[src/rtl/fir_64_mdc_out_collector_if.sv]
// Purpose: valid/ready stream bundle (data + byte strobe) used on both sides of the output collector.
// Latency: none, wires only.
// Backpressure: a beat transfers when valid and ready are both high; the source holds the beat until then.
interface fir_64_mdc_out_collector_if #(
  parameter int unsigned DATA_WIDTH = 32
) ();

  logic                    valid;
  logic                    ready;
  logic [DATA_WIDTH-1:0]   data;
  logic [DATA_WIDTH/8-1:0] strb;

  // Source side drives the beat and watches ready
  modport master (
    output valid,
    output data,
    output strb,
    input  ready
  );

  // Sink side watches the beat and drives ready
  modport slave (
    input  valid,
    input  data,
    input  strb,
    output ready
  );

endinterface

[src/rtl/fir_64_mdc_out_collector.sv]
// Purpose: collects exactly len output words per job from the engine, buffers them and forwards them to the streamer.
// Latency: an accepted input word is valid on the output one cycle later; one word per cycle sustained.
// Backpressure: input ready drops while the FIFO is full or once len words are taken; output holds until popped.

// Small synchronous FIFO with wrap-bit pointers; no bypass path, so a full FIFO never accepts a push.
module fir_64_mdc_out_collector_fifo #(
  parameter int unsigned DW    = 32,
  parameter int unsigned DEPTH = 4
) (
  input  logic          clk_i,
  input  logic          rst_ni,
  input  logic          clear_i,
  input  logic          push_i,
  input  logic [DW-1:0] push_dat_i,
  input  logic          pop_i,
  output logic [DW-1:0] head_dat_o,
  output logic          empty_o,
  output logic          full_o
);

  localparam int unsigned AW = (DEPTH > 1) ? $clog2(DEPTH) : 1;
  localparam int unsigned PW = AW + 1;

  logic [PW-1:0] wptr_q;
  logic [PW-1:0] rptr_q;
  logic [DW-1:0] mem_q [DEPTH];
  logic          do_push;
  logic          do_pop;

  // Pointers equal means empty; same index with opposite wrap bits means full
  assign empty_o    = (wptr_q == rptr_q);
  assign full_o     = (wptr_q[AW-1:0] == rptr_q[AW-1:0]) && (wptr_q[AW] != rptr_q[AW]);
  assign head_dat_o = mem_q[rptr_q[AW-1:0]];

  // Guard locally so a misbehaving caller cannot corrupt the pointers
  assign do_push = push_i & ~full_o;
  assign do_pop  = pop_i & ~empty_o;

  // Pointer and storage update; clear flushes pointers but leaves stale data in place
  always_ff @(posedge clk_i or negedge rst_ni) begin
    if (!rst_ni) begin
      wptr_q <= '0;
      rptr_q <= '0;
      for (int i = 0; i < int'(DEPTH); i++) begin
        mem_q[i] <= '0;
      end
    end else if (clear_i) begin
      wptr_q <= '0;
      rptr_q <= '0;
    end else begin
      if (do_push) begin
        mem_q[wptr_q[AW-1:0]] <= push_dat_i;
        wptr_q                <= wptr_q + PW'(1);
      end
      if (do_pop) begin
        rptr_q <= rptr_q + PW'(1);
      end
    end
  end

endmodule

module fir_64_mdc_out_collector #(
  parameter int unsigned DATA_WIDTH = 32,
  parameter int unsigned FIFO_DEPTH = 4,
  parameter int unsigned CNT_WIDTH  = 16
) (
  input  logic                      clk_i,
  input  logic                      rst_ni,
  input  logic                      clear_i,
  input  logic                      start_i,
  input  logic [CNT_WIDTH-1:0]      len_i,
  fir_64_mdc_out_collector_if.slave  y_V_i,
  fir_64_mdc_out_collector_if.master y_o,
  output logic                      busy_o,
  output logic                      done_o,
  output logic [CNT_WIDTH-1:0]      cnt_o,
  output logic                      strb_err_o
);

  typedef enum logic [1:0] {
    S_IDLE  = 2'd0,
    S_RUN   = 2'd1,
    S_DRAIN = 2'd2,
    S_DONE  = 2'd3
  } state_e;

  state_e                state_q;
  state_e                state_d;
  logic [CNT_WIDTH-1:0]  cnt_q;
  logic [CNT_WIDTH-1:0]  cnt_d;
  logic [CNT_WIDTH-1:0]  len_q;
  logic [CNT_WIDTH-1:0]  len_d;
  logic                  strb_err_q;
  logic                  strb_err_d;
  logic                  busy_q;
  logic                  done_q;

  logic                  fifo_full;
  logic                  fifo_empty;
  logic [DATA_WIDTH-1:0] fifo_head;
  logic                  in_rdy;
  logic                  in_xfer;
  logic                  out_xfer;

  // Input is open only while running, with room in the FIFO and words still owed for this job
  assign in_rdy   = (state_q == S_RUN) & ~fifo_full & (cnt_q != len_q);
  assign in_xfer  = y_V_i.valid & in_rdy;
  assign out_xfer = ~fifo_empty & y_o.ready;

  assign y_V_i.ready = in_rdy;
  assign y_o.valid   = ~fifo_empty;
  assign y_o.data    = fifo_head;
  assign y_o.strb    = '1;

  assign busy_o     = busy_q;
  assign done_o     = done_q;
  assign cnt_o      = cnt_q;
  assign strb_err_o = strb_err_q;

  fir_64_mdc_out_collector_fifo #(
    .DW    (DATA_WIDTH),
    .DEPTH (FIFO_DEPTH)
  ) u_fifo (
    .clk_i      (clk_i),
    .rst_ni     (rst_ni),
    .clear_i    (clear_i),
    .push_i     (in_xfer),
    .push_dat_i (y_V_i.data),
    .pop_i      (out_xfer),
    .head_dat_o (fifo_head),
    .empty_o    (fifo_empty),
    .full_o     (fifo_full)
  );

  // Next-state for the job sequencer and its counters; clear wins over every other event
  always_comb begin
    state_d    = state_q;
    cnt_d      = cnt_q;
    len_d      = len_q;
    strb_err_d = strb_err_q;
    if (clear_i) begin
      state_d    = S_IDLE;
      cnt_d      = '0;
      strb_err_d = 1'b0;
    end else begin
      unique case (state_q)
        S_IDLE: begin
          if (start_i) begin
            len_d      = len_i;
            cnt_d      = '0;
            strb_err_d = 1'b0;
            state_d    = (len_i != '0) ? S_RUN : S_DONE;
          end
        end
        S_RUN: begin
          if (in_xfer) begin
            cnt_d = cnt_q + CNT_WIDTH'(1);
            if (!(&y_V_i.strb)) begin
              strb_err_d = 1'b1;
            end
          end
          // cnt_q only equals len_q after the last word has already landed
          if (cnt_q == len_q) begin
            state_d = S_DRAIN;
          end
        end
        S_DRAIN: begin
          if (fifo_empty) begin
            state_d = S_DONE;
          end
        end
        S_DONE: begin
          state_d = S_IDLE;
        end
        default: begin
          state_d = S_IDLE;
        end
      endcase
    end
  end

  // Sequencer state plus registered status outputs derived from the next state
  always_ff @(posedge clk_i or negedge rst_ni) begin
    if (!rst_ni) begin
      state_q    <= S_IDLE;
      cnt_q      <= '0;
      len_q      <= '0;
      strb_err_q <= 1'b0;
      busy_q     <= 1'b0;
      done_q     <= 1'b0;
    end else begin
      state_q    <= state_d;
      cnt_q      <= cnt_d;
      len_q      <= len_d;
      strb_err_q <= strb_err_d;
      busy_q     <= (state_d != S_IDLE);
      done_q     <= (state_d == S_DONE);
    end
  end

endmodule

[src/flat_wrapper.sv]
// flat-port wrapper written by rule: the top's interface ports become plain ports
module fir_64_mdc_out_collector_flat 
#(
  parameter int unsigned DATA_WIDTH = 32,
  parameter int unsigned FIFO_DEPTH = 4,
  parameter int unsigned CNT_WIDTH  = 16
)
  (clk_i, rst_ni, clear_i, start_i, len_i, busy_o, done_o, cnt_o, strb_err_o, y_V_i_valid, y_V_i_data, y_V_i_strb, y_V_i_ready, y_o_valid, y_o_data, y_o_strb, y_o_ready);
  fir_64_mdc_out_collector_if #(.DATA_WIDTH(DATA_WIDTH)) y_V_i_i ();
  fir_64_mdc_out_collector_if #(.DATA_WIDTH(DATA_WIDTH)) y_o_i ();
  input  logic clk_i;
  input  logic rst_ni;
  input  logic clear_i;
  input  logic start_i;
  input  logic [CNT_WIDTH-1:0] len_i;
  output logic busy_o;
  output logic done_o;
  output logic [CNT_WIDTH-1:0] cnt_o;
  output logic strb_err_o;
  input wire logic [$bits(y_V_i_i.valid)-1:0] y_V_i_valid;
  input wire logic [$bits(y_V_i_i.data)-1:0] y_V_i_data;
  input wire logic [$bits(y_V_i_i.strb)-1:0] y_V_i_strb;
  output wire logic [$bits(y_V_i_i.ready)-1:0] y_V_i_ready;
  output wire logic [$bits(y_o_i.valid)-1:0] y_o_valid;
  output wire logic [$bits(y_o_i.data)-1:0] y_o_data;
  output wire logic [$bits(y_o_i.strb)-1:0] y_o_strb;
  input wire logic [$bits(y_o_i.ready)-1:0] y_o_ready;
  assign y_V_i_i.valid = y_V_i_valid;
  assign y_V_i_i.data = y_V_i_data;
  assign y_V_i_i.strb = y_V_i_strb;
  assign y_V_i_ready = y_V_i_i.ready;
  assign y_o_valid = y_o_i.valid;
  assign y_o_data = y_o_i.data;
  assign y_o_strb = y_o_i.strb;
  assign y_o_i.ready = y_o_ready;
  fir_64_mdc_out_collector #(.DATA_WIDTH(DATA_WIDTH), .FIFO_DEPTH(FIFO_DEPTH), .CNT_WIDTH(CNT_WIDTH)) u_core (.clk_i(clk_i), .rst_ni(rst_ni), .clear_i(clear_i), .start_i(start_i), .len_i(len_i), .y_V_i(y_V_i_i), .y_o(y_o_i), .busy_o(busy_o), .done_o(done_o), .cnt_o(cnt_o), .strb_err_o(strb_err_o));
endmodule
[config.mk]
export PLATFORM = sky130hd
export DESIGN_NAME = fir_64_mdc_out_collector_flat
export DESIGN_NICKNAME = d
export VERILOG_FILES = /design/src/rtl/fir_64_mdc_out_collector_if.sv /design/src/rtl/fir_64_mdc_out_collector.sv /design/src/flat_wrapper.sv
export SDC_FILE = /design/constraint.sdc
export NUM_CORES = 1
export LEC_CHECK = 0
export BUFFER_PORTS_ARGS = -buffer_cell sky130_fd_sc_hd__buf_4
export CORE_MARGIN = 3
export CORE_UTILIZATION = 52
export DETAILED_ROUTE_END_ITERATION = 10
export GPL_TIMING_DRIVEN = 0
export PLACE_DENSITY = 0.86
export REMOVE_ABC_BUFFERS = 1
export SYNTH_ARGS = -nofsm -noshare
export SYNTH_HDL_FRONTEND = slang
export SYNTH_HIERARCHICAL = 1
export SYNTH_SLANG_ARGS = --single-unit
[constraint.sdc]
create_clock -name clk_i -period 2.65 [get_ports clk_i]
set_input_delay 0.1325 -clock clk_i [delete_from_list [all_inputs] [get_ports clk_i]]
set_output_delay 0.1325 -clock clk_i [all_outputs]
set_load 0.05 [all_outputs]
==> results of run 1 <==
worst register-to-register path, delay by kind of cell, from the launching register on:
family	cells	cell delay (ns)
AOI/OAI and AO/OA	1	0.10
DFF	1	0.44
buffers and inverters	3	0.42
muxes	1	0.36
xor gates and xnor gates	1	0.17
and+or+nand+nor	4	1.01
sequential cells by signal, summed over array words and instances (netlist names):
signal                cells
u_core/busy_o             1
u_core/cnt_o             16
u_core/done_o             1
u_core/len_q             16
u_core/state_q            2
u_core/strb_err_o         1
u_core/u_fifo/mem_q     128
u_core/u_fifo/rptr_q      3
u_core/u_fifo/wptr_q      3
cell usage after synthesis, types with 3 or more instances:
library cell	count	share of area (%)
o311ai_4	4	1.2
nor4_1	3	0.22
inv_1	8	0.35
buf_1	4	0.18
nor3b_1	4	0.35
dfrtp_1	171	51
a31oi_1	3	0.22
nand2b_1	5	0.37
mux2_2	74	9.8
buf_4	5	0.44
buf_2	6	0.35
nand4_1	8	0.59
xor2_1	20	2.1
nor4_2	4	0.59
nor2_1	19	0.84
ha_1	6	0.89
o31ai_1	6	0.53
nor3_1	3	0.18
or4_1	5	0.44
nand3_1	8	0.47
mux2_4	70	12
a21o_1	3	0.27
o211ai_1	5	0.44
a21oi_1	6	0.35
buf_6	13	1.7
mux4_2	32	8.5
nand2_1	17	0.75
o21ai_0	8	0.47
where the power goes:
part | switching, mW | internal (mW)
Combinational | 1.52 | 1.25
Sequential | 0.270 | 3.03
Clock | 1.00 | 1.27
layout make-up:
class | count | area [µm²]
multi-input cells | 353 | 3989
repair buffers | 199 | 1876
clock inverters | 8 | 63.81
flip-flops and latches | 171 | 4289
inverters | 9 | 46.29
well taps | 216 | 270.3
clock buffers | 21 | 470.5
fillers | 1023 | 4881
kinds of logic after synthesis:
logic type               after synthesis  synth area share, %
AND/OR/NAND/NOR                       95                6.713
adder cells (fa/ha/maj)                6               0.8872
XOR/XNOR                              25                2.987
flip-flops                           171                50.57
multiplexers                         178                31.02
other                                  1              0.04432
AO/OA/AOI/OAI                         45                4.584
buffers and inverters                 38                3.194
timing repair:
item	in CTS	in global routing
setup endpoints to repair	132	128
gates resized for setup	11	7
cloned	0	1
hold buffers	49	0
pin swaps	9	6
endpoints found under the hold margin	208	0
setup buffers	16	11
layer usage:
metal	vias to the layer above	track usage, %	share of wire [%]
li1	2458	-	-
met1	2922	29.83	42
met2	182	39.11	52
met3	33	4.909	4.1
met4	0	7.829	2.0
met5	-	0	0
worst paths after layout:
path / endpoint / slack, ns / cells after the start
worst max-delay path: u_core/u_fifo/mem_q[65]$_DFFE_PN0P_ / 0.04 / 10
worst min-delay path: u_core/u_fifo/wptr_q[2]$_DFFE_PN0P_ / 0.03 / 2
worst max register to register: u_core/u_fifo/mem_q[65]$_DFFE_PN0P_ / 0.04 / 10
worst min register to register: u_core/u_fifo/mem_q[3]$_DFFE_PN0P_ / 0.50 / 1
max in group asynchronous: u_core/u_fifo/mem_q[44]$_DFFE_PN0P_ / 1.44 / 3
min in group asynchronous: u_core/len_q[15]$_DFFE_PN0P_ / 0.27 / 2
metrics by stage:
stage | setup TNS (ns) | hold slack [ns]
floorplan | -204.57 | -0.1631
global placement | -410.61 | 0.3769
detailed placement | -94.29 | 0.1737
CTS | 0 | 0.008675
global route | -0.5535 | 0.02072
finish | 0 | 0.03453
==> flow_summary.ini, run 1 <==
[critical_path]
cp_common_cell = buf_16
end_kind = flop
crit_buf_inv = 3
startpoint = u_core/cnt_o[3]$_DFFE_PN0P_
crit_chain = xor2_1 > nor4_2 > nand4_2 > nand2_4 > clkinv_8 > and2b_4 > o311ai_4 > buf_16 > buf_16 > mux2_2
critPathMaxStageDelay_ns = 0.44
required_ns = 2.94
rr_startpoint = u_core/cnt_o[3]$_DFFE_PN0P_
worst-path-max-fanout = 14
cp.arrival_ns = 2.90
path_class = flop to flop
path_delay_family = simple AND/OR/NAND/NOR gates
crit_path_start_kind = flop
cp_slowest_cell = dfrtp_2

[job]
drv_cap = 0

[timing]
max_freq_mhz = 383.4
hold_viol = 0
fin_skew_ns = 0.01321
setup_viol = 0
drv_slew = 0
rsz0062_at_grt = yes
layout_setup_ws_ns = 0.04204
period_needed_ns = 2.608
relSlewSlack_pct = 43.76
fin_crit_sh_pct = 98.41
worst_slew_pin_slew_ns = 0.8435

[yosys]
synth_area_per_cell_um2 = 15.14
syn_inst = 559
async_flop_share_pct = 100.0
synthDistinctLibCells = 61
synthFlopType = dfrtp_1
synthesis.area_um2 = 8462
synth-edff-count = 0
synth-seq-area-share_pct = 50.57
synth_warnings = 6
ys_ff_latch = 171

[floorplanning]
die_y_um = 133.6
rows = 46
coreArea_um2 = 15890
io_pins = 115
start_util_pct = 53.27
die_area_um2 = 17840
fp.dieW_um = 133.6

[place]
dp_slack_ns = -0.9114
dpl_cell_area_um2 = 9629
dp.cells = 870
dp_hpwl_mm = 12.98
finalWeightedCongestion = 0.8812
io_buffers = 110

[global_route]
grt_max_degree = 108
globalRouteTotalUtil_pct = 23.10
grt_pass1_wl_mm = 32.64
antenna_found_initial = 0
grt_pass1_vias = 6083
gr-total-overflow = 0

[route]
first_iter_violations = 422
vias = 5595
first_pass_iters = 5
vias_per_cell = 5.727
drc = 0
drtAntennaViolNets = 0
routed_wl_mm = 20.20
wl_per_cell_um = 20.67

[clocking]
htree_levels = 4
cts_buffers = 17
path_clk_slew_ns = 0.06
cts_sinks = 171
cts_root_buf = clkbuf_16
cts_tree = built
cts.path.max_buffers = 2
clock_latency_ns = 0.42

[power_and_ir_drop]
leakage_nw = 5.270
ir_drop_v = 0.0005421
pwr_density_cell_nw_per_um2 = 759.1
power_mw = 8.353

[cells_and_area]
layout_common_cells = dfrtp_1 (167), buf_4 (133), mux2_2 (74)
fin_util_pct = 69.27
drive_gt1_share_pct = 50.46
layout_commonest_cell = dfrtp_1
nets = 815
area_growth_syn_to_layout_pct = 30.05
final_area_um2 = 11000
n_antenna_cell = 0
fin_cells = 977

[hold_path]
hp-class = input pin to flop
hold_path_startpoint = clear_i

[outcome]
status = completed
No activity file was read; power rests on OpenSTA's default activity.
==> inputs of run 2 (changes only) <==
--- a/config.mk
+++ b/config.mk
@@ -10,6 +10,7 @@
 export CORE_UTILIZATION = 52
 export DETAILED_ROUTE_END_ITERATION = 10
 export GPL_TIMING_DRIVEN = 0
+export MAX_ROUTING_LAYER = met4
 export PLACE_DENSITY = 0.86
 export REMOVE_ABC_BUFFERS = 1
 export SYNTH_ARGS = -nofsm -noshare
==> flow_summary.ini, run 2 (same netlist as run 1, synthesis figures left out) <==
[outcome]
status = completed

[cells_and_area]
layout_commonest_cell = dfrtp_1
drive_gt1_share_pct = 50.07
top_register = u_core/u_fifo/mem_q
n_antenna_cell = 0
layout_common_cells = dfrtp_1 (168), buf_4 (126), mux2_2 (74)
largest_reg_flops = 128
nets = 812
area_growth_syn_to_layout_pct = 31.18
fillers = 1042

[place]
dp_slack_ns = -0.9870
io_buffers = 110
finalWeightedCongestion = 0.8970
dp_hpwl_mm = 12.92

[critical_path]
cp.arrival_ns = 2.92
crit_chain = xor2_1 > nor4_2 > nand4_2 > nand2_4 > inv_8 > and2b_4 > o311ai_4 > buf_4 > buf_8 > mux2_2
critPathMaxStageDelay_ns = 0.47
worst-path-max-fanout = 12
rr_startpoint = u_core/cnt_o[2]$_DFFE_PN0P_
crit_path_start_kind = flop
crit_buf_inv = 3
path_class = flop to flop
required_ns = 2.96
end_kind = flop
startpoint = u_core/cnt_o[2]$_DFFE_PN0P_
r2r_setup_slack_ns = 0.04
path_delay_family = simple AND/OR/NAND/NOR gates
cp_slowest_cell = nor4_2

[power_and_ir_drop]
pwr_density_cell_nw_per_um2 = 799.0
internal_power_mw = 6.049
ir_drop_v = 0.0006843
power_switching_mw = 2.820
switching_share_pct = 31.80
power_frac_clock_pct = 31.9
combPwrFrac_pct = 31.0
seq_power_share_pct = 37.1
leakage_nw = 5.298

[timing]
fin_crit_sh_pct = 98.59
drv_slew = 0
relSlewSlack_pct = 12.42
max_freq_mhz = 382.8
hold_viol = 0
tns_ns = 0
layout_setup_ws_ns = 0.03744
setup_viol = 0
whs_ns = 0.08313
worst_slew_pin_slew_ns = 1.309
period_needed_ns = 2.613
fin_skew_ns = 0.01224

[clocking]
cts_sinks = 171
cts_root_buf = clkbuf_16
htree_levels = 4
cts.path.max_buffers = 2
cts_buffers = 17
clock_latency_ns = 0.43
path_clk_slew_ns = 0.07
cts_tree = built

[route]
routed_wl_mm = 20.08
vias_per_cell = 5.625
vias = 5496
drtAntennaViolNets = 0
first_pass_iters = 4
wl_per_cell_um = 20.55
drc = 0
first_iter_violations = 372

[hold_path]
hp-class = input pin to flop
hold_path_startpoint = y_V_i_strb[1]

[job]
drv_cap = 0

[global_route]
gr-total-overflow = 0
grt_pass1_vias = 6211
antenna_found_initial = 0
globalRouteTotalUtil_pct = 24.27
grt_max_degree = 103
grt_pass1_wl_mm = 32.86

[floorplanning]
die_area_um2 = 17840
fp.dieW_um = 133.6
start_util_pct = 53.27
die_y_um = 133.6
io_pins = 115
coreArea_um2 = 15890
rows = 46
==> run 2: cell types whose count changed in the layout (fill, tap and decap cells not counted), moves of 3 or more <==
cell / previous run / this run
bufinv_16: 0 / 6
buf_12: 4 / 7
buf_8: 0 / 6
buf_16: 9 / 4
clkbuf_8: 3 / 0
buf_4: 133 / 126
==> run 2: worst reg2reg max path, cell delays in order (launching register included) <==
cell	delay, ns
dfrtp_1	0.44
xor2_1	0.19
nor4_2	0.47
nand4_2	0.20
nand2_4	0.15
inv_8	0.04
and2b_4	0.20
o311ai_4	0.09
buf_4	0.19
buf_8	0.18
mux2_2	0.36
==> run 2: worst paths after layout <==
check / end / cells after the start
max in group asynchronous: u_core/len_q[9]$_DFFE_PN0P_ / 3
min: u_core/strb_err_o$_DFFE_PN0P_ / 4
max: u_core/u_fifo/mem_q[46]$_DFFE_PN0P_ / 10
min reg2reg: u_core/u_fifo/mem_q[17]$_DFFE_PN0P_ / 1
min in group asynchronous: u_core/u_fifo/mem_q[72]$_DFFE_PN0P_ / 2
max reg2reg: u_core/u_fifo/mem_q[46]$_DFFE_PN0P_ / 10
==> run 2: final cells by class <==
cell class / count / area (µm²) / area share [%]
sequential: 171 / 4288 / 38.63
multi-input combinational: 353 / 3989 / 35.93
timing repair buffer: 196 / 1842 / 16.59
clock buffer: 19 / 432.9 / 3.900
tap: 216 / 270.3 / 2.435
clock inverter: 13 / 237.7 / 2.142
inverter: 9 / 41.29 / 0.3720
==> run 2: timing repair <==
action | 4_1_cts | 5_1_grt
setup buffers | 19 | 3
hold buffers | 50 | 0
gates cloned | 1 | 0
setup endpoints to repair | 132 | 91
gates resized for setup | 15 | 2
endpoints found under the hold margin | 216 | 0
pin swaps | 8 | 7
==> run 2: per-layer routing <==
layer	up-vias	track usage (%)	part of all wire, %
met4	0	8.686	1.7
met1	2883	29.86	41
met2	139	41.62	54
met5	-	-	0
met3	21	3.059	2.9
li1	2453	-	-
==> run 2: power by group through the flow <==
stage / Clock (mW) / Sequential [mW] / Combinational, mW
finish: 2.83 / 3.29 / 2.75
global route: 2.99 / 3.34 / 2.89
CTS: 2.87 / 3.29 / 2.76
detailed placement: 0 / 3.36 / 2.61
global placement: 0 / 3.37 / 2.46
floorplan: 0 / 3.30 / 1.86
==> run 2: stage by stage <==
step                util (%)  instance area, µm²  power (mW)  std cells
finish                 69.88               11100       8.870        977
global route           69.88               11100       9.221        977
CTS                    69.64               11060       8.921        974
detailed placement     60.41                9597       5.970        872
global placement       58.77                9335       5.821        859
floorplan                  -                8239       5.164        533
==> inputs of run 3 (changes only) <==
--- a/config.mk
+++ b/config.mk
@@ -10,6 +10,7 @@
 export CORE_UTILIZATION = 52
 export DETAILED_ROUTE_END_ITERATION = 10
 export GPL_TIMING_DRIVEN = 0
+export HOLD_SLACK_MARGIN = 0.1
 export MAX_ROUTING_LAYER = met4
 export PLACE_DENSITY = 0.86
 export REMOVE_ABC_BUFFERS = 1
@@ -17,3 +18,4 @@
 export SYNTH_HDL_FRONTEND = slang
 export SYNTH_HIERARCHICAL = 1
 export SYNTH_SLANG_ARGS = --single-unit
+export TNS_END_PERCENT = 50
==> flow_summary.ini, run 3 (same netlist as run 1, synthesis figures left out) <==
[outcome]
status = completed

[timing]
relSlewSlack_pct = 12.33
worst_slew_pin_slew_ns = 1.310
tns_ns = 0
hold_viol = 0
fin_skew_ns = 0.01131
setup_viol = 0
max_freq_mhz = 386.0
drv_slew = 0
layout_setup_ws_ns = 0.05944
fin_crit_sh_pct = 97.76
period_needed_ns = 2.591

[critical_path]
end_kind = flop
critPathMaxStageDelay_ns = 0.50
crit_chain = buf_12 > xnor2_4 > nand2_2 > nor2_4 > nor3b_4 > nand2_4 > inv_8 > and2b_4 > o311ai_4 > buf_4 > buf_8 > mux2_4
reg2reg_to = u_core/u_fifo/mem_q[56]$_DFFE_PN0P_
required_ns = 2.95
cp_slowest_cell = dfrtp_4
path_class = flop to flop
worst-path-max-fanout = 15
rr_startpoint = u_core/u_fifo/rptr_q[1]$_DFFE_PN0P_
crit_path_start_kind = flop
r2r_setup_slack_ns = 0.06
worstRegToRegCells = 12
cp.arrival_ns = 2.89

[clocking]
cts_buffers = 17
cts_sinks = 171
cts_root_buf = clkbuf_16
path_clk_slew_ns = 0.06
htree_levels = 4
clock_latency_ns = 0.43
cts.path.max_buffers = 2
cts_tree = built

[floorplanning]
die_y_um = 133.6
start_util_pct = 53.27
die_area_um2 = 17840
fp.dieW_um = 133.6
coreArea_um2 = 15890
rows = 46
io_pins = 115

[route]
vias_per_cell = 5.628
first_iter_violations = 382
drc = 0
wl_per_cell_um = 20.64
vias = 5510
drtAntennaViolNets = 0
first_pass_iters = 5
routed_wl_mm = 20.20

[job]
drv_cap = 0

[power_and_ir_drop]
power_switching_mw = 2.824
combPwrFrac_pct = 31.0
switching_share_pct = 31.82
seq_power_share_pct = 37.1
leakage_nw = 5.304
power_mw = 8.875
internal_power_mw = 6.051
power_frac_clock_pct = 31.9
pwr_density_cell_nw_per_um2 = 798.1
ir_drop_v = 0.0006838

[hold_path]
hold_path_startpoint = y_o_ready
whs_endpoint = u_core/u_fifo/rptr_q[1]$_DFFE_PN0P_
hp-class = input pin to flop
hold_path_depth = 4

[place]
dp_slack_ns = -0.9870
dpl_cell_area_um2 = 9597
dp_hpwl_mm = 12.92
io_buffers = 110
finalWeightedCongestion = 0.8970

[global_route]
grt_pass1_wl_mm = 32.97
antenna_found_initial = 0
grt_pass1_vias = 6224
globalRouteTotalUtil_pct = 24.36
grt_max_degree = 103
gr-total-overflow = 0

[cells_and_area]
top_register = u_core/u_fifo/mem_q
layout_common_cells = dfrtp_1 (168), buf_4 (126), mux2_2 (74)
final-seq-area_um2 = 4288
largest_reg_flops = 128
nets = 814
drive_gt1_share_pct = 49.93
fillers = 1037
final_area_um2 = 11120
n_antenna_cell = 0
layout_commonest_cell = dfrtp_1
area_growth_syn_to_layout_pct = 31.42
multiInputGateArea_um2 = 3989
run 3: worst max-delay path by stage:
stage / startpoint / end / cells past startpoint
6_report: u_core/u_fifo/rptr_q[1]$_DFFE_PN0P_ / u_core/u_fifo/mem_q[56]$_DFFE_PN0P_ / 12
5_1_grt: u_core/u_fifo/rptr_q[2]$_DFFE_PN0P_ / u_core/u_fifo/mem_q[18]$_DFFE_PN0P_ / 10
4_1_cts: u_core/u_fifo/rptr_q[1]$_DFFE_PN0P_ / u_core/u_fifo/mem_q[36]$_DFFE_PN0P_ / 12
3_5_place_dp: u_core/u_fifo/rptr_q[0]$_DFFE_PN0P_ / u_core/u_fifo/mem_q[99]$_DFFE_PN0P_ / 11
3_3_place_gp: u_core/u_fifo/rptr_q[0]$_DFFE_PN0P_ / u_core/u_fifo/mem_q[58]$_DFFE_PN0P_ / 9
2_1_floorplan: u_core/u_fifo/rptr_q[0]$_DFFE_PN0P_ / u_core/u_fifo/mem_q[33]$_DFFE_PN0P_ / 9
run 3: cell type report:
type / instances / share of cell area (%)
Multi-Input combinational cell: 353 / 35.87
Sequential cell: 171 / 38.56
Inverter: 9 / 0.3713
Clock buffer: 19 / 3.893
Clock inverter: 13 / 2.138
Tap cell: 216 / 2.430
Timing Repair Buffer: 198 / 16.74
run 3: per-stage QoR:
step	util, %	instances	hold slack, ns
CTS	69.77	976	0.2039
finish	70.01	979	0.2505
detailed placement	60.41	872	0.1805
global placement	58.77	859	0.3767
floorplan	-	533	-0.1631
global route	70.01	979	0.2402
run 3: routing by layer:
metal / GRT usage, % / vias to the layer above / share of wire (%) / wire length, µm
li1: - / 2456 / - / -
met1: 29.91 / 2857 / 41 / 8240
met2: 41.68 / 169 / 54 / 10850
met3: 3.097 / 28 / 3.6 / 733
met4: 8.971 / 0 / 1.9 / 378
met5: - / - / 0 / 0
run 3: power by group through the flow:
stage	registers, mW	clock network [mW]	logic [mW]
6_report	3.29	2.83	2.75
5_1_grt	3.34	2.99	2.89
4_1_cts	3.29	2.87	2.76
3_5_place_dp	3.36	0	2.61
3_3_place_gp	3.37	0	2.46
2_1_floorplan	3.30	0	1.86
run 3: worst max-delay path, delay by kind of cell, from the launching register on:
kind | cells | cell delay, ns
AND/OR/NAND/NOR | 5 | 0.77
buffers and inverters | 4 | 0.57
flip-flops | 1 | 0.50
multiplexers | 1 | 0.30
XOR/XNOR | 1 | 0.17
AO/OA/AOI/OAI | 1 | 0.13
run 3: repair_timing:
| action | 4_1_cts | 5_1_grt |
|---|---|---|
| hold buffers | 52 | 0 |
| cloned | 1 | 0 |
| endpoints found under the hold margin | 218 | 0 |
| pin swaps | 8 | 7 |
| setup buffers | 19 | 3 |
| setup endpoints to repair | 132 | 91 |
| gates resized for setup | 15 | 2 |
